[src/rtl/ahbl_bus_mux_n.sv]
// AHB-Lite interconnect slice: one master to NSLAVES slaves with address decode,
// data-phase response mux and an internal default slave answering unmapped accesses with ERROR.
module ahbl_bus_mux_n #(
    parameter int                            NSLAVES    = 4,
    parameter int                            ADDR_WIDTH = 32,
    parameter int                            DATA_WIDTH = 32,
    parameter logic [NSLAVES*ADDR_WIDTH-1:0] BASE       = '0,
    parameter logic [NSLAVES*ADDR_WIDTH-1:0] MASK       = '0
) (
    input  logic                          HCLK,
    input  logic                          HRESETn,
    input  logic [ADDR_WIDTH-1:0]         HADDR,
    input  logic [1:0]                    HTRANS,
    output logic                          HREADY,
    output logic [DATA_WIDTH-1:0]         HRDATA,
    output logic                          HRESP,
    output logic [NSLAVES-1:0]            HSEL,
    input  logic [NSLAVES-1:0]            HREADYOUT_S,
    input  logic [NSLAVES-1:0]            HRESP_S,
    input  logic [NSLAVES*DATA_WIDTH-1:0] HRDATA_S
);

    localparam int                DSEL_W   = $clog2(NSLAVES + 2);
    localparam logic [DSEL_W-1:0] SEL_NONE = DSEL_W'(NSLAVES);
    localparam logic [DSEL_W-1:0] SEL_DFLT = DSEL_W'(NSLAVES + 1);

    typedef enum logic [1:0] {
        DS_IDLE,
        DS_ERR1,
        DS_ERR2
    } ds_state_e;

    logic [DSEL_W-1:0] dsel;
    logic [DSEL_W-1:0] win_idx;
    logic              dflt_hit;
    logic              accept_dflt;
    ds_state_e         ds_state;
    logic              ds_hready;
    logic              ds_hresp;

    // Walk downwards so the lowest-indexed matching region overrides any higher one.
    always_comb begin
        // NOTE: every output of a combinational block gets a default first; a path
        // that leaves one unassigned infers a latch.
        HSEL     = '0;
        win_idx  = '0;
        dflt_hit = 1'b1;
        for (int i = NSLAVES - 1; i >= 0; i--) begin
            if ((HADDR & MASK[i*ADDR_WIDTH +: ADDR_WIDTH]) ==
                (BASE[i*ADDR_WIDTH +: ADDR_WIDTH] & MASK[i*ADDR_WIDTH +: ADDR_WIDTH])) begin
                HSEL     = '0;
                HSEL[i]  = 1'b1;
                win_idx  = DSEL_W'(i);
                dflt_hit = 1'b0;
            end
        end
    end

    assign accept_dflt = HREADY && HTRANS[1] && dflt_hit;

    always_ff @(posedge HCLK) begin
        // NOTE: registered state uses non-blocking assignments so every flop samples
        // pre-edge values regardless of statement order.
        if (!HRESETn) begin
            dsel      <= SEL_NONE;
            ds_state  <= DS_IDLE;
            ds_hready <= 1'b1;
            ds_hresp  <= 1'b0;
        end else begin
            if (HREADY) begin
                case (HTRANS)
                    2'b10, 2'b11: dsel <= dflt_hit ? SEL_DFLT : win_idx;
                    default:      dsel <= SEL_NONE;
                endcase
            end

            case (ds_state)
                DS_IDLE: begin
                    if (accept_dflt) begin
                        ds_state  <= DS_ERR1;
                        ds_hready <= 1'b0;
                        ds_hresp  <= 1'b1;
                    end
                end
                DS_ERR1: begin
                    ds_state  <= DS_ERR2;
                    ds_hready <= 1'b1;
                    ds_hresp  <= 1'b1;
                end
                DS_ERR2: begin
                    if (accept_dflt) begin
                        ds_state  <= DS_ERR1;
                        ds_hready <= 1'b0;
                        ds_hresp  <= 1'b1;
                    end else begin
                        ds_state  <= DS_IDLE;
                        ds_hready <= 1'b1;
                        ds_hresp  <= 1'b0;
                    end
                end
                default: begin
                    ds_state  <= DS_IDLE;
                    ds_hready <= 1'b1;
                    ds_hresp  <= 1'b0;
                end
            endcase
        end
    end

    // NONE falls through to the zero-wait OKAY defaults.
    always_comb begin
        HREADY = 1'b1;
        HRESP  = 1'b0;
        HRDATA = '0;
        for (int i = 0; i < NSLAVES; i++) begin
            if (dsel == DSEL_W'(i)) begin
                HREADY = HREADYOUT_S[i];
                HRESP  = HRESP_S[i];
                HRDATA = HRDATA_S[i*DATA_WIDTH +: DATA_WIDTH];
            end
        end
        if (dsel == SEL_DFLT) begin
            HREADY = ds_hready;
            HRESP  = ds_hresp;
        end
    end

endmodule

[config.mk]
export PLATFORM = sky130hd
export DESIGN_NAME = ahbl_bus_mux_n
export DESIGN_NICKNAME = d
export VERILOG_FILES = /design/src/rtl/ahbl_bus_mux_n.sv
export SDC_FILE = /design/constraint.sdc
export NUM_CORES = 1
export LEC_CHECK = 0
export ABC_AREA = 0
export CAP_MARGIN = 40
export CELL_PAD_IN_SITES_DETAIL_PLACEMENT = 1
export CELL_PAD_IN_SITES_GLOBAL_PLACEMENT = 1
export CORE_AREA = 2 2 82 84
export DETAILED_ROUTE_END_ITERATION = 12
export DIE_AREA = 0 0 84 86
export PLACE_DENSITY_LB_ADDON = 0.12
export SETUP_SLACK_MARGIN = 0.05
export SLEW_MARGIN = 20
export SYNTH_ARGS = -nofsm -noshare
export SYNTH_HDL_FRONTEND = slang
export SYNTH_SLANG_ARGS = --single-unit
[constraint.sdc]
create_clock -name HCLK -period 1.3 [get_ports HCLK]
set_input_delay 0.26 -clock HCLK [delete_from_list [all_inputs] [get_ports HCLK]]
set_output_delay 0.26 -clock HCLK [all_outputs]
set_load 0.01 [all_outputs]
# Word level (Yosys, flattened, before mapping)
# Cells that the tools add are included.
# classes
n_eq_ne	7
muxes	17
reduce_logical	3
# ops
op	n
$mux 32	4
$mux 1	10
$eq 3x2->1 const B	2
$eq 2x2->1 const B	2
$pmux 2 s2	1
$eq 3x1->1 const B	1
$eq 3x3->1 const B	1
$logic_not 3->1	1
$mux 3	1
$eq 2x1->1 const B	1
$logic_not 2->1	1
$pmux 1 s2	1
$reduce_or 2->1	1
# word_totals
register_bits	6
input_bits	172
output_inout_bits	38
elab_cells	30

# Depth between registers and ports, before layout
# Gate-level depths: netlist (run 1).
# depth
word_depth	6
depth_mapped	2
ltp_nobuf	2

# Worst setup path after synthesis (run 1)
# Ideal clock, no wire load.
# synth_timing
path_type	flip-flop to output port
from	register dsel[2]
to	output port HRDATA[0]
t_arrival_ns	0.684
t_required_ns	1.040
slack_ns	0.356
path_stages_with_launch	3
path_buffers	1
path_cell_list	dfxtp_1 buf_6 nor2b_1
# synth_between
elab_chain_cells	5
word_cells_on_any_way	8
classes_between	eq/ne (3); mux (4); reduce/logical (1)
# synth_rtl
item	line	source
start: declaration	33	logic [DSEL_W-1:0] dsel;
start signal: assignment	72	2'b10, 2'b11: dsel <= dflt_hit ? SEL_DFLT : win_idx;
$logic_not 3->1	116	if (dsel == DSEL_W'(i)) begin
$mux 32 (3 in a row)	116	
$mux 32 (*)	116	
end: declaration	15	output logic [DATA_WIDTH-1:0] HRDATA,
# Mark *: on every way between the ends. The rest lies on a longest branch, timed or not.

# Worst setup path in the final report (run 1)
# layout_timing
from	input port HRDATA_S[30]
to	output port HRDATA[30]
# layout_between
elab_chain_cells	4
# layout_rtl
item	line	source
start: declaration	20	input logic [NSLAVES*DATA_WIDTH-1:0] HRDATA_S
$mux 32 (4 in a row)	116	
# No other way between the ends.

==> flow_summary.ini, run 1 <==
[power_and_ir_drop]
vdd_drop_max_mv = 0.138
seqPwrFrac_pct = 11.9
p_switching_uw = 101
p_int_uw = 193
sw_frac_of_total_pct = 34.3
pwr-share-clk_pct = 0
combPwrFrac_pct = 88.1
power.leakage_uw = 0.000616
p_per_area_nw_per_um2 = 291

[routing]
dr_total_vias = 548
drcViolationCount = 0
antenna_left = 0
wl_per_cell_um = 9.37
dr.first_iter.drc_count = 4
routed_wl_um = 1790
dr.pass1.iters = 4
vias_per_cell = 2.87

[floorplanning]
die-width_um = 84
start_util_pct = 5.06
coreArea_sq_um = 6280
io_pins = 210
die_y_um = 86
die_area_sq_um = 7220
rows = 29

[min_path]
min_from = HRESETn
hold_depth = 2
holdCritPathClass = in2reg

[cells_and_area]
largest_reg_flops = 1
reg_top3 = dsel (1)
diodes = 0
synthToLayoutAreaGrowth_pct = 217
final_cells = 191
largest-register = dsel
drive_above_1_share_pct = 43.9
final_nets = 288

[status]
status = completed

[place]
io_buffer_count = 70
place_ws_ns = -0.394
dp.cells = 191
hpwl_um = 1550
gp_congestion = 0.640

[worst_setup_path]
crit_path_end_kind = output port
crit_start = HRDATA_S[30]
reg2reg_from = dsel[2]$_SDFFE_PN1P_
path_class = in2out
critPathArrivalTime_ns = 0.98
cp.required_ns = 1.04
reg2reg_depth = 4
crit_path_max_fanout = 1
cp-start-kind = primary input

[timing]
fin_crit_ns = 1.24
clock_skew_ns = 0
final_max_slew_viol_count = 0
rsz0062_at_grt = yes
fin_crit_sh_pct = 95.2
fin_ws_ns = 0.0624
finalHoldViolCount = 0
setup_viol = 0
timing.fmax_mhz = 808

[global_routing]
antenna_found_initial = 0
grt_pass1_wl_um = 2820
grt_usage_pct = 4.65
grt_pass1_vias = 581
grt_max_degree = 18
grt_overflow = 0

[yosys]
yosysUniqueCellTypes = 9
yosysSeqAreaShare_pct = 6.30
ys_top_cells_by_area = nor2b_1 (59%), buf_6 (11%), buf_4 (9.4%)
avgSynthCellArea_sq_um = 6.91
synth_area_leader_cell = nor2b_1
synth.top_cell.area_share_pct = 59.1
synth-seq-cells = 1
synth_area_sq_um = 318
synthCells = 46
yosysWarnings = 0

[clocking]
clkSlewWorstSetupHoldPaths_ns = 0
postCtsSetupRepairBufs = 0
insertion_delay_ns = 0

[flow_run]
max-cap-violations = 0
final timing paths:
path	end	slack, ns
worst max register to register	dsel[2]$_SDFFE_PN1P_	0.40
worst min-delay path	dsel[2]$_SDFFE_PN1P_	0.77
worst min register to register	dsel[2]$_SDFFE_PN1P_	0.80
worst max-delay path	HRDATA[30]	0.06
placed cells by master, fill, tap and decap left out:
master,count
buf_2,32
nor2b_1,21
dlymetal6s2s_1,18
clkdlybuf4s50_1,16
nor2b_2,7
conb_1,4
buf_6,4
and2b_2,3
nor2b_4,2
dlygate4sd2_1,2
nor2_2,1
inv_1,1
o21ai_1,1
dfxtp_1,1
buf_4,1
cell families after synthesis:
kind of cell	share of synthesized area [%]
flops	6.30
compound gates	1.57
buf+inv	21.3
simple gates	68.5
other cells	2.36
metal layers:
| layer | global-route usage (%) | up-vias | wire (um) |
|---|---|---|---|
| li1 | - | 261 | - |
| met3 | 1.44 | 0 | 251 |
| met1 | 5.38 | 242 | 632 |
| met2 | 8.95 | 45 | 905 |
| met4 | 0 | 0 | 0 |
| met5 | 0 | - | 0 |
stage by stage:
| stage | TNS [ns] | cell area (sq um) | total power [uW] | hold WS, ns | util, % |
|---|---|---|---|---|---|
| after global routing | 0 | 1010 | 317 | 0.784 | 16.1 |
| after global placement | -11.35 | 1080 | 338 | 0.768 | 17.2 |
| after floorplan | 0 | 325 | 141 | 0.340 | - |
| final | 0 | 1010 | 293 | 0.766 | 16.1 |
| after detailed placement | -11.64 | 1080 | 341 | 0.776 | 17.2 |
| after CTS | 0 | 913 | 293 | 0.776 | 14.6 |
layout make-up:
class	instances	area [sq um]
sequential	1	20.0
tap	77	96.3
inverter	1	3.75
timing repair buffer	73	616
fill	775	5270
multi-input combinational	39	273
worst max-delay path, stage by stage:
cell and delay (ns):
clkdlybuf4s50_1 0.45, nor2b_2 0.13, buf_2 0.14
Yosys cell counts:
cell type  number
buf_6           3
and2b_2         3
nor2_1          1
nor2b_1        30
buf_4           4
inv_1           1
conb_1          2
dfxtp_1         1
o21ai_1         1
timing repair:
| action | CTS | global route |
|---|---|---|
| endpoints found under the hold margin | 0 | 0 |
| hold buffers | 0 | 0 |
| pin swaps | 1 | 0 |
| setup endpoints to repair | 34 | 26 |
| gates resized for setup | 140 | 32 |
power by group through the flow:
stage / logic (uW) / clock network, uW / registers [uW]
after floorplan: 104 / 0 / 36.8
after global placement: 303 / 0 / 34.3
after detailed placement: 307 / 0 / 34.3
after CTS: 259 / 0 / 34.3
after global routing: 281 / 0 / 35.4
final: 258 / 0 / 35.0
(Power assumes the default switching activity.)
==> inputs of run 2 (changes only) <==
HOLD_SLACK_MARGIN = 0.02   (was default)
==> results of run 2 <==
The final DEF is identical to that of run 1; final timing and power are the same.
